$ cat src/rtl/nco_sweep_ctrl_pkg.sv
`default_nettype none
// ============================================================================
// Module      : nco_ctrl_pkg
// Description : Shared types and constants for the NCO sweep controller and
//               the NCO wrapper (controller state, sweep modes, flush length).
// Revision    : 1.0 - initial release
// ============================================================================
package nco_ctrl_pkg;

   // Controller state; explicit 2-bit encoding.
   typedef enum logic [1:0] {
      ST_IDLE  = 2'd0,
      ST_RUN   = 2'd1,
      ST_FLUSH = 2'd2
   } state_t;

   // Sweep modes as carried by cfg_repeat.
   localparam logic c_ONESHOT = 1'b0;
   localparam logic c_REPEAT  = 1'b1;

   // NCO input-to-out_valid latency; the controller flushes this many cycles.
   localparam int   c_LAT_DEFAULT = 6;

endpackage : nco_ctrl_pkg
`default_nettype wire

$ cat src/rtl/nco_sweep_ctrl_if.sv
`default_nettype none
// ============================================================================
// Module      : nco_sweep_ctrl_if
// Description : Configuration handshake, sweep control and NCO drive signals
//               of the sweep controller. master = host side, slave = controller.
// Revision    : 1.0 - initial release
// ============================================================================
interface nco_sweep_ctrl_if #(
   parameter int APR  = 32,
   parameter int CNTW = 16,
   parameter int DWW  = 16
) ();
   logic            cfg_valid;
   logic            cfg_ready;
   logic [APR-1:0]  cfg_start_inc;
   logic [APR-1:0]  cfg_step_inc;
   logic [CNTW-1:0] cfg_num_steps;
   logic [DWW-1:0]  cfg_dwell;
   logic            cfg_repeat;
   logic            start;
   logic            abort;
   logic            busy;
   logic            done;
   logic            step_strobe;
   logic [CNTW-1:0] step_idx;
   logic            nco_clken;
   logic [APR-1:0]  nco_phi_inc;

   modport master (
      output cfg_valid, cfg_start_inc, cfg_step_inc, cfg_num_steps,
             cfg_dwell, cfg_repeat, start, abort,
      input  cfg_ready, busy, done, step_strobe, step_idx, nco_clken,
             nco_phi_inc
   );

   modport slave (
      input  cfg_valid, cfg_start_inc, cfg_step_inc, cfg_num_steps,
             cfg_dwell, cfg_repeat, start, abort,
      output cfg_ready, busy, done, step_strobe, step_idx, nco_clken,
             nco_phi_inc
   );
endinterface : nco_sweep_ctrl_if
`default_nettype wire

$ cat src/rtl/nco_sweep_ctrl_dwell_cnt.sv
`default_nettype none
// ============================================================================
// Module      : nco_dwell_cnt
// Description : Loadable down-counter. Loading a length L (L >= 1) makes o_tc
//               assert on the L-th cycle after the load edge; used for both
//               dwell and flush timing.
// Revision    : 1.0 - initial release
// ============================================================================
module nco_dwell_cnt #(
   parameter int W = 16
) (
   input  wire logic         clk,
   input  wire logic         rst,
   input  wire logic         i_load,
   input  wire logic [W-1:0] i_load_val,
   output logic              o_tc
);

   logic [W-1:0] r_cnt;

   // Load length-1, then count down and park at zero.
   always_ff @(posedge clk) begin
      if (rst) begin
         r_cnt <= '0;
      end else if (i_load) begin
         r_cnt <= i_load_val - W'(1);
      end else if (r_cnt != '0) begin
         r_cnt <= r_cnt - W'(1);
      end
   end

   assign o_tc = (r_cnt == '0);

endmodule : nco_dwell_cnt
`default_nettype wire

$ cat src/rtl/nco_sweep_ctrl.sv
`default_nettype none
// ============================================================================
// Module      : nco_sweep_ctrl
// Description : Stepped-frequency sweep scheduler driving NCO phi_inc/clken.
//               Holds each increment for a dwell, steps by a signed delta,
//               flushes the NCO pipeline and pulses done.
// Revision    : 1.0 - initial release
// ============================================================================
module nco_sweep_ctrl
   import nco_ctrl_pkg::*;
#(
   parameter int APR  = 32,
   parameter int CNTW = 16,
   parameter int DWW  = 16,
   parameter int LAT  = c_LAT_DEFAULT
) (
   input  wire logic       clk,
   input  wire logic       reset,
   nco_sweep_ctrl_if.slave bus
);

   // A zero flush length would underflow the counter load.
   localparam int c_FLUSH_LEN = (LAT < 1) ? 1 : LAT;

   state_t          r_state, w_state_nxt;

   // Shadow configuration; counts are stored already clamped to >= 1.
   logic [APR-1:0]  r_cfg_start;
   logic [APR-1:0]  r_cfg_step;
   logic [CNTW-1:0] r_cfg_last_idx;
   logic [DWW-1:0]  r_cfg_dwell;
   logic            r_cfg_repeat;
   logic            r_cfg_loaded;

   logic            r_busy, r_done, r_strobe, r_clken;
   logic [CNTW-1:0] r_step_idx;
   logic [APR-1:0]  r_phi_inc;

   logic            w_busy_nxt, w_done_nxt, w_strobe_nxt, w_clken_nxt;
   logic [CNTW-1:0] w_idx_nxt;
   logic [APR-1:0]  w_phi_nxt;
   logic            w_cnt_load, w_cnt_tc;
   logic [DWW-1:0]  w_cnt_val;

   logic            w_hs;
   logic [CNTW-1:0] w_in_last_idx;
   logic [DWW-1:0]  w_in_dwell;
   logic [APR-1:0]  w_eff_start;
   logic [DWW-1:0]  w_eff_dwell;
   logic            w_eff_loaded;

   assign bus.cfg_ready = (r_state == ST_IDLE);
   assign w_hs          = bus.cfg_valid && (r_state == ST_IDLE);
   assign w_in_last_idx = (bus.cfg_num_steps == '0) ? '0 : bus.cfg_num_steps - CNTW'(1);
   assign w_in_dwell    = (bus.cfg_dwell == '0) ? DWW'(1) : bus.cfg_dwell;

   // A handshake in the start cycle takes effect for that start.
   assign w_eff_start  = w_hs ? bus.cfg_start_inc : r_cfg_start;
   assign w_eff_dwell  = w_hs ? w_in_dwell : r_cfg_dwell;
   assign w_eff_loaded = w_hs || r_cfg_loaded;

   nco_dwell_cnt #(.W(DWW)) u_cnt (
      .clk        (clk),
      .rst        (reset),
      .i_load     (w_cnt_load),
      .i_load_val (w_cnt_val),
      .o_tc       (w_cnt_tc)
   );

   // Shadow configuration capture; survives abort, cleared only by reset.
   always_ff @(posedge clk) begin
      if (reset) begin
         r_cfg_start    <= '0;
         r_cfg_step     <= '0;
         r_cfg_last_idx <= '0;
         r_cfg_dwell    <= DWW'(1);
         r_cfg_repeat   <= c_ONESHOT;
         r_cfg_loaded   <= 1'b0;
      end else if (w_hs) begin
         r_cfg_start    <= bus.cfg_start_inc;
         r_cfg_step     <= bus.cfg_step_inc;
         r_cfg_last_idx <= w_in_last_idx;
         r_cfg_dwell    <= w_in_dwell;
         r_cfg_repeat   <= bus.cfg_repeat;
         r_cfg_loaded   <= 1'b1;
      end
   end

   // State register and registered outputs.
   always_ff @(posedge clk) begin
      if (reset) begin
         r_state    <= ST_IDLE;
         r_busy     <= 1'b0;
         r_done     <= 1'b0;
         r_strobe   <= 1'b0;
         r_clken    <= 1'b0;
         r_step_idx <= '0;
         r_phi_inc  <= '0;
      end else begin
         r_state    <= w_state_nxt;
         r_busy     <= w_busy_nxt;
         r_done     <= w_done_nxt;
         r_strobe   <= w_strobe_nxt;
         r_clken    <= w_clken_nxt;
         r_step_idx <= w_idx_nxt;
         r_phi_inc  <= w_phi_nxt;
      end
   end

   // Next-state and next-output logic; abort outranks every other transition.
   always_comb begin
      w_state_nxt  = r_state;
      w_busy_nxt   = r_busy;
      w_done_nxt   = 1'b0;
      w_strobe_nxt = 1'b0;
      w_clken_nxt  = r_clken;
      w_idx_nxt    = r_step_idx;
      w_phi_nxt    = r_phi_inc;
      w_cnt_load   = 1'b0;
      w_cnt_val    = r_cfg_dwell;

      unique case (r_state)
         ST_IDLE: begin
            w_busy_nxt  = 1'b0;
            w_clken_nxt = 1'b0;
            w_idx_nxt   = '0;
            w_phi_nxt   = '0;
            if (bus.start && w_eff_loaded && !bus.abort) begin
               w_state_nxt  = ST_RUN;
               w_busy_nxt   = 1'b1;
               w_clken_nxt  = 1'b1;
               w_phi_nxt    = w_eff_start;
               w_strobe_nxt = 1'b1;
               w_cnt_load   = 1'b1;
               w_cnt_val    = w_eff_dwell;
            end
         end
         ST_RUN: begin
            if (bus.abort) begin
               w_state_nxt = ST_IDLE;
               w_busy_nxt  = 1'b0;
               w_clken_nxt = 1'b0;
               w_idx_nxt   = '0;
               w_phi_nxt   = '0;
            end else if (w_cnt_tc) begin
               if (r_step_idx == r_cfg_last_idx && r_cfg_repeat != c_REPEAT) begin
                  w_state_nxt = ST_FLUSH;
                  w_cnt_load  = 1'b1;
                  w_cnt_val   = DWW'(c_FLUSH_LEN);
               end else begin
                  w_strobe_nxt = 1'b1;
                  w_cnt_load   = 1'b1;
                  if (r_step_idx == r_cfg_last_idx) begin
                     w_idx_nxt = '0;
                     w_phi_nxt = r_cfg_start;
                  end else begin
                     w_idx_nxt = r_step_idx + CNTW'(1);
                     w_phi_nxt = r_phi_inc + r_cfg_step;
                  end
               end
            end
         end
         ST_FLUSH: begin
            if (bus.abort || w_cnt_tc) begin
               w_state_nxt = ST_IDLE;
               w_busy_nxt  = 1'b0;
               w_clken_nxt = 1'b0;
               w_idx_nxt   = '0;
               w_phi_nxt   = '0;
               w_done_nxt  = !bus.abort;
            end
         end
         default: begin
            w_state_nxt = ST_IDLE;
         end
      endcase
   end

   assign bus.busy        = r_busy;
   assign bus.done        = r_done;
   assign bus.step_strobe = r_strobe;
   assign bus.step_idx    = r_step_idx;
   assign bus.nco_clken   = r_clken;
   assign bus.nco_phi_inc = r_phi_inc;

endmodule : nco_sweep_ctrl
`default_nettype wire

$ cat src/flat_wrapper.sv
// flat-port wrapper written by rule: the top's interface ports become plain ports
module nco_sweep_ctrl_flat import nco_ctrl_pkg::*;
#(
   parameter int APR  = 32,
   parameter int CNTW = 16,
   parameter int DWW  = 16,
   parameter int LAT  = c_LAT_DEFAULT
)
  (clk, reset, bus_cfg_valid, bus_cfg_start_inc, bus_cfg_step_inc, bus_cfg_num_steps, bus_cfg_dwell, bus_cfg_repeat, bus_start, bus_abort, bus_cfg_ready, bus_busy, bus_done, bus_step_strobe, bus_step_idx, bus_nco_clken, bus_nco_phi_inc);
  nco_sweep_ctrl_if #(.APR(APR), .CNTW(CNTW), .DWW(DWW)) bus_i ();
  input  wire logic clk;
  input  wire logic reset;
  input wire logic [$bits(bus_i.cfg_valid)-1:0] bus_cfg_valid;
  input wire logic [$bits(bus_i.cfg_start_inc)-1:0] bus_cfg_start_inc;
  input wire logic [$bits(bus_i.cfg_step_inc)-1:0] bus_cfg_step_inc;
  input wire logic [$bits(bus_i.cfg_num_steps)-1:0] bus_cfg_num_steps;
  input wire logic [$bits(bus_i.cfg_dwell)-1:0] bus_cfg_dwell;
  input wire logic [$bits(bus_i.cfg_repeat)-1:0] bus_cfg_repeat;
  input wire logic [$bits(bus_i.start)-1:0] bus_start;
  input wire logic [$bits(bus_i.abort)-1:0] bus_abort;
  output wire logic [$bits(bus_i.cfg_ready)-1:0] bus_cfg_ready;
  output wire logic [$bits(bus_i.busy)-1:0] bus_busy;
  output wire logic [$bits(bus_i.done)-1:0] bus_done;
  output wire logic [$bits(bus_i.step_strobe)-1:0] bus_step_strobe;
  output wire logic [$bits(bus_i.step_idx)-1:0] bus_step_idx;
  output wire logic [$bits(bus_i.nco_clken)-1:0] bus_nco_clken;
  output wire logic [$bits(bus_i.nco_phi_inc)-1:0] bus_nco_phi_inc;
  assign bus_i.cfg_valid = bus_cfg_valid;
  assign bus_i.cfg_start_inc = bus_cfg_start_inc;
  assign bus_i.cfg_step_inc = bus_cfg_step_inc;
  assign bus_i.cfg_num_steps = bus_cfg_num_steps;
  assign bus_i.cfg_dwell = bus_cfg_dwell;
  assign bus_i.cfg_repeat = bus_cfg_repeat;
  assign bus_i.start = bus_start;
  assign bus_i.abort = bus_abort;
  assign bus_cfg_ready = bus_i.cfg_ready;
  assign bus_busy = bus_i.busy;
  assign bus_done = bus_i.done;
  assign bus_step_strobe = bus_i.step_strobe;
  assign bus_step_idx = bus_i.step_idx;
  assign bus_nco_clken = bus_i.nco_clken;
  assign bus_nco_phi_inc = bus_i.nco_phi_inc;
  nco_sweep_ctrl #(.APR(APR), .CNTW(CNTW), .DWW(DWW), .LAT(LAT)) u_core (.clk(clk), .reset(reset), .bus(bus_i));
endmodule
$ cat config.mk
export PLATFORM = sky130hd
export DESIGN_NAME = nco_sweep_ctrl_flat
export DESIGN_NICKNAME = d
export VERILOG_FILES = /design/src/rtl/nco_sweep_ctrl_pkg.sv /design/src/rtl/nco_sweep_ctrl_if.sv /design/src/rtl/nco_sweep_ctrl_dwell_cnt.sv /design/src/rtl/nco_sweep_ctrl.sv /design/src/flat_wrapper.sv
export SDC_FILE = /design/constraint.sdc
export NUM_CORES = 1
export LEC_CHECK = 0
export ABC_AREA = 0
export BUFFER_PORTS_ARGS = -buffer_cell sky130_fd_sc_hd__buf_2
export CAP_MARGIN = 20
export CORE_MARGIN = 5
export CORE_UTILIZATION = 30
export CTS_BUF_LIST = sky130_fd_sc_hd__clkbuf_16
export DETAILED_ROUTE_END_ITERATION = 8
export HOLD_SLACK_MARGIN = 0.1
export PLACE_DENSITY = 0.47
export SETUP_SLACK_MARGIN = 0.1
export SLEW_MARGIN = 40
export SYNTH_ARGS = -nofsm -noshare
export SYNTH_HDL_FRONTEND = slang
export SYNTH_SLANG_ARGS = --single-unit
$ cat constraint.sdc
create_clock -name clk -period 6.5 [get_ports clk]
set_input_delay 0.325 -clock clk [delete_from_list [all_inputs] [get_ports clk]]
set_output_delay 0.325 -clock clk [all_outputs]
set_load 0.02 [all_outputs]
# Word level (Yosys, flattened, before mapping)
# Cells that the tools add are included.
[totals]
register_bits = 167
in_bits = 102
output_inout_bits = 53
elab_cells = 89
[classes]
add_sub_neg = 5
eq_ne = 9
n_mux = 41
n_bitwise = 3
reduce_logical = 18
[ops]
columns = ["operator", "n"]
rows = [
  ["$mux W16", 14],
  ["$mux W32", 7],
  ["$pmux W32 S3", 1],
  ["$logic_not A16 Y1", 3],
  ["$pmux W16 S3", 1],
  ["$sub A16 B1 Y16 const B", 3],
  ["$add A32 B32 Y32", 1],
  ["$pmux W16 S2", 1],
  ["$add A16 B1 Y16 const B", 1],
  ["$eq A16 B16 Y1", 1],
  ["$reduce_bool A16 Y1", 1],
  ["$mux W2", 5],
  ["$mux W1", 8],
  ["$reduce_and A4 Y1", 2],
  ["$ne A3 B2 Y1 const B", 2],
  ["$pmux W2 S3", 1],
  ["$logic_and A1 B1 Y1", 4],
  ["$ne A2 B1 Y1 const B", 2],
  ["$pmux W1 S2", 2],
  ["$ne A3 B3 Y1 const B", 1],
  ["$not A1 Y1", 3],
  ["$pmux W1 S3", 1],
  ["$reduce_and A3 Y1", 1],
  ["$reduce_bool A3 Y1", 1],
  ["other kinds (8)", 9],
]

# Longest topological paths before layout
# Gate-level depths: netlist (run 1).
[depth]
depth_word = 9
depth_mapped = 16
mapped_depth_nobuf = 14

# Cells and area by module
# From an unflattened synthesis (run 1), not the netlist that was laid out.
[hier_totals]
hier_cells = 1178
hier_area_um2 = 9614.2
[by_module_without_submodules]
columns = ["mod", "instances", "cells_each", "area_each_um2"]
rows = [
  ["nco_sweep_ctrl", 1, 1053, 8464.4],
  ["nco_dwell_cnt", 1, 125, 1149.9],
]

# Least setup slack after synthesis (run 1)
# OpenSTA, ideal clock, no wires.
[synth_timing]
path_kind = "register -> register"
startpoint = "reg u_core.r_state[0]"
endpoint = "reg u_core.u_cnt.r_cnt[14]"
setup_time_ps = 71
arrival_ps = 3155
required_ps = 6429
setup_slack_ps = 3274
path_stages_with_launch = 14
period_less_slack_ps = 3226
path_cell_list = "dfxtp_1 -> inv_1 -> ha_1 -> clkbuf_1 -> nand3b_1 -> or2_2 -> clkbuf_1 -> a21o_1 -> a211oi_1 -> ha_1 -> nand3_2 -> nand2b_1 -> or3_1 -> a21oi_1"
[synth_between]
elab_chain_cells = 9
[synth_rtl]
columns = ["item", "line_no", "source"]
rows = [
  ["start, declared", "nco_sweep_ctrl.sv:25", "state_t r_state, w_state_nxt;"],
  ["start signal, assigned", "nco_sweep_ctrl.sv:100", "r_state <= w_state_nxt;"],
  ["$logic_not A2 Y1 *", "n/a", ""],
  ["via bus_cfg_ready", "flat_wrapper.sv:21", "output wire logic [$bits(bus_i.cfg_ready)-1:0] bus_cfg_ready;"],
  ["$logic_and A1 B1 Y1", "nco_sweep_ctrl.sv:53", "assign w_hs = bus.cfg_valid && (r_state == ST_IDLE);"],
  ["$logic_or A1 B1 Y1", "nco_sweep_ctrl.sv:60", "assign w_eff_loaded = w_hs || r_cfg_loaded;"],
  ["$logic_and A1 B1 Y1 (2 in a row)", "nco_sweep_ctrl.sv:128", "if (bus.start && w_eff_loaded && !bus.abort) begin"],
  ["$mux W16", "nco_sweep_ctrl.sv:128", ""],
  ["$pmux W16 S2", "nco_sweep_ctrl.sv:122", "unique case (r_state)"],
  ["$sub A16 B1 Y16", "nco_sweep_ctrl_dwell_cnt.sv:26", "r_cnt <= i_load_val - W'(1);"],
  ["$mux W16", "nco_sweep_ctrl_dwell_cnt.sv:25", "end else if (i_load) begin"],
  ["end signal, assigned", "nco_sweep_ctrl_dwell_cnt.sv:26", ""],
  ["end signal, assigned", "nco_sweep_ctrl_dwell_cnt.sv:28", "r_cnt <= r_cnt - W'(1);"],
  ["end, declared", "nco_sweep_ctrl_dwell_cnt.sv:19", "logic [W-1:0] r_cnt;"],
]
# The timed path passes the listed nets; every way through them passes the cells marked *.
# A chain may end at the register's enable or synchronous reset.

# Final worst setup path (run 1)
[layout_timing]
startpoint = "reg u_core.r_state[1]"
endpoint = "reg u_core.u_cnt.r_cnt[15]"
[layout_between]
elab_chain_cells = 9
[layout_rtl]
columns = ["item", "line_no"]
rows = [
  ["$logic_not A2 Y1", "nco_sweep_ctrl.sv:53, nco_sweep_ctrl.sv:122"],
  ["$logic_and A1 B1 Y1", "nco_sweep_ctrl.sv:53"],
  ["$logic_or A1 B1 Y1", "nco_sweep_ctrl.sv:60"],
  ["$logic_and A1 B1 Y1 (2 in a row)", "nco_sweep_ctrl.sv:128"],
  ["$mux W16", "nco_sweep_ctrl.sv:128"],
  ["$pmux W16 S2", "nco_sweep_ctrl.sv:122"],
  ["$sub A16 B1 Y16", "nco_sweep_ctrl_dwell_cnt.sv:26"],
  ["$mux W16", "nco_sweep_ctrl_dwell_cnt.sv:25"],
]
# Parallel ways exist; a longest one is shown, timed or not.

==> results.yml, run 1 <==
power:
  power_uw: 3010
  pwr-share-seq_pct: 39.8
  internal_power_uw: 1980
  power_density_nw_per_um2: 271
  clkPwrFrac_pct: 32.8
  power_frac_comb_pct: 27.4
  leakage_uw: 0.00486
  switchingPower_uw: 1030
  swShare_pct: 34.1
  irDropWorstVdd_mv: 0.191
global_routing:
  grt_max_degree: 72
  grt_use_total_pct: 16.9
  grt_pass1_vias: 8767
  grt_pass1_wl_mm: 48.2
  globalRoute.totalOverflow: 0
  antenna_found_initial: 0
drt:
  wl_per_cell_um: 17.8
  ant_nets: 0
  initialDrtViolationCount: 539
  via_per_inst: 5.20
  drc_errors: 0
  first_pass_iters: 6
  vias: 8898
  routed_wl_mm: 30.4
synthesis:
  synth-edff-count: 0
  ys.flop_type: "dfxtp_1"
  synth-seq-cells: 167
  yosysSeqAreaShare_pct: 35.8
  ys_top_cells_by_area: "dfxtp_1, nand2_1, a21oi_1, nor2_1, ha_1"
  yosys-top-cells-count: "nand2_1, dfxtp_1, nor2_1, a21oi_1, clkbuf_1"
  synth_top_cell_by_area: "dfxtp_1"
  ys_warn_count: 0
  avgSynthCellArea_um2: 7.97
  synth_top_area_share_pct: 35.8
  syn_nets: 1314
  syn_inst: 1173
  synth_cell_types: 72
  yosysMostFrequentCell: "nand2_1"
  netlist_area_um2: 9350
  async_reset_ff_share_pct: 0
clock_tree:
  post_cts_resized: 0
  cts.htree.levels: 4
  post_cts_buffers: 0
  numCtsBuffers: 17
  path_clk_slew_ns: 0.07
  cts_tree: "yes"
  cts_root_buf: "clkbuf_16"
  ctsHoldBuffers: 9
  cts.sinks: 167
  clock_latency_ns: 0.45
  clock_path_buffers: 2
hold_path:
  hp-start: "bus_cfg_step_inc[12]"
  min_to: "u_core.r_cfg_step[12]"
  hp-class: "input pin to flip-flop"
  holdPathStages: 3
timing:
  slew_viol_final: 0
  timing.slew.headroom_pct: 45.4
  setup_violations: 0
  finalCriticalPeriod_ns: 3.85
  fin_ws_ns: 2.65
  finalSetupTns_ns: 0
  worst_pin_slew_ns: 0.819
  rsz0062_at_grt: "false"
  fin_crit_sh_pct: 59.2
  finalClockSkew_ns: 0.0134
  hold_viol: 0
  fmax_ghz: 0.260
job:
  cap_violations: 0
outcome:
  status: "finished clean"
critical_path:
  timing.rr.end: "u_core.u_cnt.r_cnt[15]"
  crit_path_max_fanout: 11
  reg2reg_slack_ns: 2.65
  worst_ep_arrival_time_ns: 4.18
  r2r-start: "u_core.r_state[1]"
  reg2reg_depth: 12
  start_kind: "flip-flop"
  critPathLaunch: "u_core.r_state[1]"
  required_ns: 6.83
  endpoint_kind: "flip-flop"
  crit_type: "flip-flop to flip-flop"
placement:
  gp_congestion: 0.838
  hpwl_mm: 21.6
  place.port_buffers: 154
  preCtsSetupSlack_ns: 2.72
die:
  core-area_um2: 30700
  die-area_um2: 34800
  ioPinCount: 155
  start_util_pct: 30.5
  die_h_um: 187
  die_w_um: 187
  rows: 64
final_layout:
  drive_above_1_share_pct: 17.2
  area_growth_pct: 19.0
  diodes: 0
  finalNetCount: 1442
[cells by family after synthesis]
logic type               share of synthesized area (%)
AND/OR/NAND/NOR                                   23.1
adder cells (fa/ha/maj)                           5.30
buffers and inverters                             3.35
multiplexers                                      4.11
AO/OA/AOI/OAI                                     21.4
flip-flops                                        35.8
XOR/XNOR                                          6.93
[state kept, by name, indices dropped and copies added (netlist names)]
signal                  count
u_core.u_cnt.r_cnt         16
u_core.bus.step_idx        16
u_core.r_cfg_loaded         1
u_core.r_cfg_repeat         1
u_core.bus.step_strobe      1
u_core.bus.nco_phi_inc     32
u_core.r_state              2
u_core.bus.done             1
u_core.r_cfg_start         32
u_core.r_cfg_step          32
u_core.r_cfg_last_idx      16
u_core.bus.nco_clken        1
u_core.r_cfg_dwell         16
[placed cells by master (no fill, tap or decap), drive strengths merged, types with 4 or more instances in the layout]
master | netlist | final
a211oi | 18 | 18
a21o | 20 | 20
a21oi | 116 | 116
a221oi | 6 | 6
a222oi | 14 | 14
a22oi | 18 | 18
a311oi | 5 | 5
a31oi | 5 | 5
and3 | 11 | 11
and4 | 4 | 4
buf | 9 | 164
clkbuf | 55 | 17
clkinv | 0 | 8
dfxtp | 167 | 167
dlygate4sd3 | 0 | 9
ha | 38 | 38
inv | 17 | 21
mux2i | 35 | 35
nand2 | 173 | 173
nand2b | 15 | 15
nand3 | 25 | 25
nand3b | 6 | 6
nand4 | 7 | 7
nor2 | 153 | 153
nor2b | 11 | 11
nor3 | 19 | 19
nor3b | 7 | 7
nor4 | 12 | 12
o211ai | 4 | 4
o21ai | 47 | 47
o21bai | 5 | 5
o221ai | 13 | 13
or2 | 6 | 6
or3 | 14 | 14
xnor2 | 28 | 28
xor2 | 46 | 46
[worst max-delay path: stages, from the launching register on]
cell,delay (ns)
dfxtp_1,0.34
inv_1,0.08
ha_1,0.44
nor2b_1,0.43
nor4b_2,0.57
a21o_1,0.39
mux2_2,0.37
a21oi_1,0.16
nor3b_2,0.23
and3b_1,0.29
nor3b_2,0.21
xor2_1,0.17
nor2_1,0.05
[layout make-up]
cell class / instances / area [um2]
fill: 3299 / 19500
multi-input combinational: 925 / 5730
sequential: 167 / 3340
timing repair buffer: 173 / 938
tap: 396 / 495
clock buffer: 17 / 425
clock inverter: 15 / 128
inverter: 17 / 63.8
[how the worst max path moves through the flow]
stage | endpoint | slack (ns)
6_report | u_core.u_cnt.r_cnt[15] | 2.65
4_1_cts | u_core.u_cnt.r_cnt[15] | 2.68
5_1_grt | u_core.u_cnt.r_cnt[10] | 2.34
2_1_floorplan | u_core.u_cnt.r_cnt[14] | 3.27
3_3_place_gp | u_core.u_cnt.r_cnt[15] | 2.85
3_5_place_dp | u_core.u_cnt.r_cnt[15] | 2.72
[metrics by stage]
stage          instance area [um2]  cells  hold WS, ns  utilization, %
2_1_floorplan                 9350   1173        0.431               -
3_3_place_gp                 10500   1669        0.437            34.1
3_5_place_dp                 10500   1669        0.447            34.1
4_1_cts                      11100   1710        0.101            36.2
5_1_grt                      11100   1710        0.103            36.3
6_report                     11100   1710        0.119            36.3
[layer usage]
metal	share of wire, %	vias to the layer above	global-route usage, %
met4	1.7	0	4.90
met1	48	4253	23.0
met5	0	-	0
li1	-	4441	-
met2	46	175	26.9
met3	4.4	29	3.79
[power groups by stage]
stage	registers (uW)	clock network, uW	logic (uW)
after CTS	1200	1020	829
after global routing	1210	1060	916
after detailed placement	1220	0	822
final	1200	988	824
after global placement	1220	0	822
after floorplan	1210	0	595
Note: power is estimated with default switching activity, not from simulation.
==> inputs of run 2 (changes only) <==
- ABC_AREA: 0 -> 1
- PLACE_DENSITY: 0.47 -> 0.48
- clock period: 6.5 -> 3.26 ns (I/O delays scaled with it)
==> run 2 against run 1 <==
Worst hold slack got worse by 0.031 ns. Register-to-register slack got worse by 2.4 ns. Setup slack got worse by 2.4 ns. Routed wire length rose by 13%. Clock-buffer cell count did not move. Critical path type unchanged. Synthesized area rose by 8.2%. Highest routed layer is now met5. Sequential power rose by 140%.
==> results.yml, run 2 <==
outcome:
  status: "finished clean"
synthesis:
  synth-edff-count: 0
  ys.flop_type: "dfxtp_1"
  syn_nets: 1676
  yosysSeqAreaShare_pct: 33.0
  yosys-top-cells-count: "nor2_1, nand2_1, dfxtp_1, inv_1, o21ai_0"
  synth_top_cell_by_area: "dfxtp_1"
  synth_cell_types: 53
  ys_warn_count: 0
  async_reset_ff_share_pct: 0
  syn_inst: 1535
  ys_top_cells_by_area: "dfxtp_1, nor2_1, nand2_1, o21ai_0, inv_1"
  avgSynthCellArea_um2: 6.59
  synth-seq-cells: 167
  synth_top_area_share_pct: 33.0
  netlist_area_um2: 10100
  yosysMostFrequentCell: "nor2_1"
final_layout:
  drive_above_1_share_pct: 15.0
  fin_util_pct: 38.1
  final_common_cell: "nor2_1"
  finalNetCount: 1890
  final_cell_mix: "nor2_1, nand2_1, dfxtp_1"
  diodes: 0
  area_growth_pct: 25.9
timing:
  rsz0062_at_grt: "true"
  timing.slew.headroom_pct: 53.6
  hold_slack_ns: 0.0881
  worst_pin_slew_ns: 0.696
  finalCriticalPeriod_ns: 2.98
  fin_crit_sh_pct: 91.3
  hold_viol: 0
  fmax_ghz: 0.336
  finalClockSkew_ns: 0.0128
  slew_viol_final: 0
  setup_violations: 0
  finalSetupTns_ns: 0
critical_path:
  endpoint_kind: "flip-flop"
  crit_end: "u_core.u_cnt.r_cnt[14]"
  r2r-start: "u_core.r_state[0]"
  crit_path_max_fanout: 15
  reg2reg_slack_ns: 0.28
  reg2reg_depth: 18
  critPathLaunch: "u_core.r_state[0]"
  crit_type: "flip-flop to flip-flop"
  crit_path_top_delay_cell: "dfxtp_1"
  worst_ep_arrival_time_ns: 3.29
  cp_top_family: "simple AND/OR/NAND/NOR gates"
  slowest_delay_ns: 0.35
  cp_num_buf_inv: 2
  timing.rr.end: "u_core.u_cnt.r_cnt[14]"
  cp_num_cells: 18
  start_kind: "flip-flop"
  required_ns: 3.57
  cp_cell_sequence: "inv_1 -> ha_4 -> nand2_4 -> nand2_2 -> nand3b_4 -> nor2_8 -> inv_4 -> nand2_4 -> o21ai_0 -> o21ai_2 -> ha_1 -> nand2_1 -> nor2_2 -> nand2_2 -> nor2_4 -> nand4_1 -> nand3_1 -> nor2_1"
clock_tree:
  cts_root_buf: "clkbuf_16"
  path_clk_slew_ns: 0.07
  post_cts_buffers: 0
  cts.sinks: 167
  cts_tree: "yes"
  numCtsBuffers: 17
  clock_latency_ns: 0.44
  clock_path_buffers: 2
  cts.htree.levels: 4
global_routing:
  grt_use_total_pct: 18.1
  grt_pass1_wl_mm: 55.4
  grt_pass1_vias: 10400
  antenna_found_initial: 1
  grt_max_degree: 74
  globalRoute.totalOverflow: 0
die:
  start_util_pct: 30.3
  core-area_um2: 33400
  die_w_um: 194
  die_h_um: 194
  ioPinCount: 155
  die-area_um2: 37500
  rows: 67
drt:
  vias: 10400
  routed_wl_mm: 34.3
  wl_per_cell_um: 15.5
  ant_nets: 0
  via_per_inst: 4.70
  drc_errors: 0
  first_pass_iters: 5
  initialDrtViolationCount: 508
power:
  leakage_uw: 0.00591
  irDropWorstVdd_mv: 0.408
  power_uw: 9460
  power_density_nw_per_um2: 743
placement:
  gp_congestion: 0.870
  hpwl_mm: 24.8
  place.port_buffers: 154
hold_path:
  hp-start: "bus_cfg_step_inc[31]"
  holdPathStages: 3
  hp-class: "input pin to flip-flop"
job:
  cap_violations: 0
[run 2: changes by cell type in the layout (fill, tap and decap cells not counted), sizes merged, moves of 38 or more]
cell         change
dlygate4sd3     +80
o21ai          +109
nand3           +38
nor2           +146
inv            +155
nand2          +121
[run 2: final cells by class]
type	instances	area, um2
Timing Repair Buffer	257	1770
Clock inverter	13	93.8
Inverter	173	654
Clock buffer	17	425
Sequential cell	167	3340
Multi-Input combinational cell	1133	5890
Tap cell	448	561
Fill cell	3637	20700
[run 2: metrics by stage]
step / setup WS [ns] / cell area (um2) / instances
after floorplan: 0.571 / 10100 / 1535
after global placement: 0.349 / 11300 / 2089
after detailed placement: 0.179 / 11300 / 2089
after CTS: 0.163 / 12700 / 2208
after global routing: 0.0811 / 12700 / 2208
final: 0.285 / 12700 / 2208
[run 2: what timing repair did]
item | in CTS | in global routing
setup endpoints to repair | 0 | 10
gates resized for setup | 0 | 7
hold endpoints to repair | 89 | 0
hold buffers | 89 | 0
[run 2: worst min-delay path by stage]
stage	to	slack, ns
after floorplan	u_core.r_cfg_start[1]	0.32
after global placement	u_core.r_cfg_step[12]	0.42
after detailed placement	u_core.r_cfg_step[17]	0.42
after CTS	u_core.r_cfg_step[31]	0.12
after global routing	u_core.r_cfg_step[31]	0.14
final	u_core.r_cfg_step[31]	0.09
[run 2: cells by family after synthesis]
logic type,count (synthesis),share of synthesized area (%)
buffers and inverters,235,9.08
adder cells (fa/ha/maj),39,4.90
XOR/XNOR,30,2.60
flip-flops,167,33.0
AO/OA/AOI/OAI,335,18.6
AND/OR/NAND/NOR,707,29.6
multiplexers,22,2.18
[run 2: layer usage]
layer	track usage, %	vias to the layer above	share of wire [%]
met5	0	-	0.038
met4	4.12	2	1.5
met3	3.46	28	4.0
met2	32.2	210	49
met1	22.8	4719	46
li1	-	5424	-
[run 2: worst reg2reg max path: cells and delay by family (launching register included)]
| family | cells | cell delay, ns |
|---|---|---|
| and+or+nand+nor | 12 | 1.38 |
| adders and majority gates | 2 | 0.44 |
| AOI/OAI and AO/OA | 2 | 0.42 |
| DFF | 1 | 0.35 |
| buffers and inverters | 2 | 0.26 |
[run 2: report_power, final]
part / total (uW) / switching [uW] / internal (uW) / leakage [uW]
logic: 4650 / 3090 / 1560 / 0.00428
registers: 2930 / 373 / 2550 / 0.00137
clock network: 1880 / 860 / 1020 / 0.000257
total: 9460 / 4320 / 5140 / 0.00591
==> inputs of run 3 (changes only) <==
- BUFFER_PORTS_ARGS: -buffer_cell sky130_fd_sc_hd__buf_2 -> -buffer_cell sky130_fd_sc_hd__buf_4
==> run 3 against run 2 <==
Worst hold slack lost 0.010 ns. Largest cell class unchanged. Non-clock buffer count rose by 6. Fmax is 4.4% higher. Critical path depth unchanged. Cell count rose by 0.32%. Die area is the same. Register-to-register slack gained 0.12 ns.
==> results.yml, run 3 (synthesized netlist as in run 2, its figures left out) <==
critical_path:
  reg2reg_slack_ns: 0.41
  crit_type: "flip-flop to flip-flop"
  required_ns: 3.57
  timing.rr.end: "u_core.u_cnt.r_cnt[6]"
  worst_ep_arrival_time_ns: 3.16
  crit_path_max_fanout: 15
  endpoint_kind: "flip-flop"
  start_kind: "flip-flop"
  r2r-start: "u_core.r_state[0]"
  reg2reg_depth: 18
  critPathLaunch: "u_core.r_state[0]"
final_layout:
  final_common_cell: "nor2_1"
  area_growth_pct: 30.7
  drive_above_1_share_pct: 15.2
  finalNetCount: 1896
  final_cell_mix: "nor2_1, nand2_1, buf_4"
  diodes: 0
  design_area_um2: 13200
clock_tree:
  cts.htree.levels: 4
  cts.sinks: 167
  path_clk_slew_ns: 0.06
  clock_path_buffers: 2
  numCtsBuffers: 17
  clock_latency_ns: 0.45
  cts_root_buf: "clkbuf_16"
  post_cts_buffers: 0
  cts_tree: "yes"
die:
  rows: 67
  die_w_um: 194
  start_util_pct: 30.3
  core-area_um2: 33400
  die-area_um2: 37500
  die_h_um: 194
  ioPinCount: 155
placement:
  hpwl_mm: 24.9
  place.port_buffers: 154
  gp_congestion: 0.871
  dpl_cell_area_um2: 11700
  preCtsSetupSlack_ns: 0.253
timing:
  worst_pin_slew_ns: 0.713
  timing.slew.headroom_pct: 52.5
  fin_ws_ns: 0.409
  finalSetupTns_ns: 0
  setup_violations: 0
  fin_crit_sh_pct: 87.4
  slew_viol_final: 0
  finalClockSkew_ns: 0.0135
  fmax_ghz: 0.351
  finalCriticalPeriod_ns: 2.85
  hold_viol: 0
  rsz0062_at_grt: "false"
hold_path:
  hp-start: "bus_cfg_step_inc[31]"
  min_to: "u_core.r_cfg_step[31]"
  hp-class: "input pin to flip-flop"
  holdPathStages: 3
drt:
  ant_nets: 0
  vias: 10500
  wl_per_cell_um: 15.5
  via_per_inst: 4.72
  initialDrtViolationCount: 537
  first_pass_iters: 5
  routed_wl_mm: 34.3
  drc_errors: 0
global_routing:
  grt_max_degree: 74
  antenna_found_initial: 0
  grt_use_total_pct: 18.3
  grt_use_met1_pct: 23.2
  grt_use_met2_pct: 32.1
  grt_pass1_wl_mm: 56.0
  globalRoute.totalOverflow: 0
  grt_busiest_layer: "met2"
  grt_pass1_vias: 10700
  met3_usage_pct: 3.79
power:
  power_uw: 9750
  leakage_uw: 0.00604
  irDropWorstVdd_mv: 0.428
  power_density_nw_per_um2: 737
outcome:
  status: "finished clean"
job:
  cap_violations: 0
[run 3: cell count changes in the layout (fill, tap and decap cells not counted), sizes merged]
cell         before  now
dlygate4sd3      89   91
inv             176  173
buf             168  172
clkinv            6    9
bufinv            1    3
clkinvlp          3    2
[run 3: layout make-up]
class,count,area [um2]
Fill cell,3585,20200
Multi-Input combinational cell,1133,5890
Sequential cell,167,3340
Timing Repair Buffer,263,2210
Inverter,173,654
Tap cell,448,561
Clock buffer,17,425
Clock inverter,14,141
[run 3: worst max path at each step]
stage,to,slack [ns],cells after the start
finish,u_core.u_cnt.r_cnt[6],0.41,18
global route,u_core.u_cnt.r_cnt[6],0.12,18
CTS,u_core.u_cnt.r_cnt[6],0.24,20
detailed placement,u_core.u_cnt.r_cnt[6],0.25,20
global placement,u_core.u_cnt.r_cnt[6],0.35,18
floorplan,u_core.u_cnt.r_cnt[6],0.57,21
[run 3: repair_timing]
| action | CTS | global route |
|---|---|---|
| setup endpoints to repair | 0 | 9 |
| endpoints found under the hold margin | 93 | 0 |
| hold buffers | 91 | 0 |
| gates resized for setup | 0 | 9 |
[run 3: report_power, final]
group	leakage, uW	internal (uW)	switching (uW)	total (uW)
Clock	0.000275	1180	853	2030
Combinational	0.00440	1700	3070	4770
Sequential	0.00137	2550	391	2950
Total	0.00604	5430	4320	9750
[run 3: routing by layer]
layer	vias to the layer above	share of wire, %
li1	5433	-
met1	4825	47
met2	172	48
met3	21	3.6
met4	0	1.3
met5	-	0
[run 3: worst max-delay path: stages, from the launching register on]
cell and delay (ns):
dfxtp_1 0.42, inv_2 0.09, ha_4 0.19, nand2_4 0.10
nand2_2 0.07, nand3b_4 0.12, nor2_8 0.06, inv_4 0.17
nand2_8 0.12, or2_2 0.30, o21ai_2 0.11, ha_1 0.20
nand2_1 0.09, nor2_2 0.18, inv_2 0.05, nor2_1 0.18
nor2_1 0.06, o21ai_0 0.14, nor2_1 0.05
[run 3: per-stage QoR]
| stage | util, % | hold slack (ns) | std cells |
|---|---|---|---|
| after global placement | 35.0 | 0.419 | 2093 |
| final | 39.5 | 0.0778 | 2215 |
| after global routing | 39.5 | 0.107 | 2215 |
| after floorplan | - | 0.321 | 1535 |
| after detailed placement | 35.0 | 0.426 | 2093 |
| after CTS | 39.4 | 0.101 | 2215 |
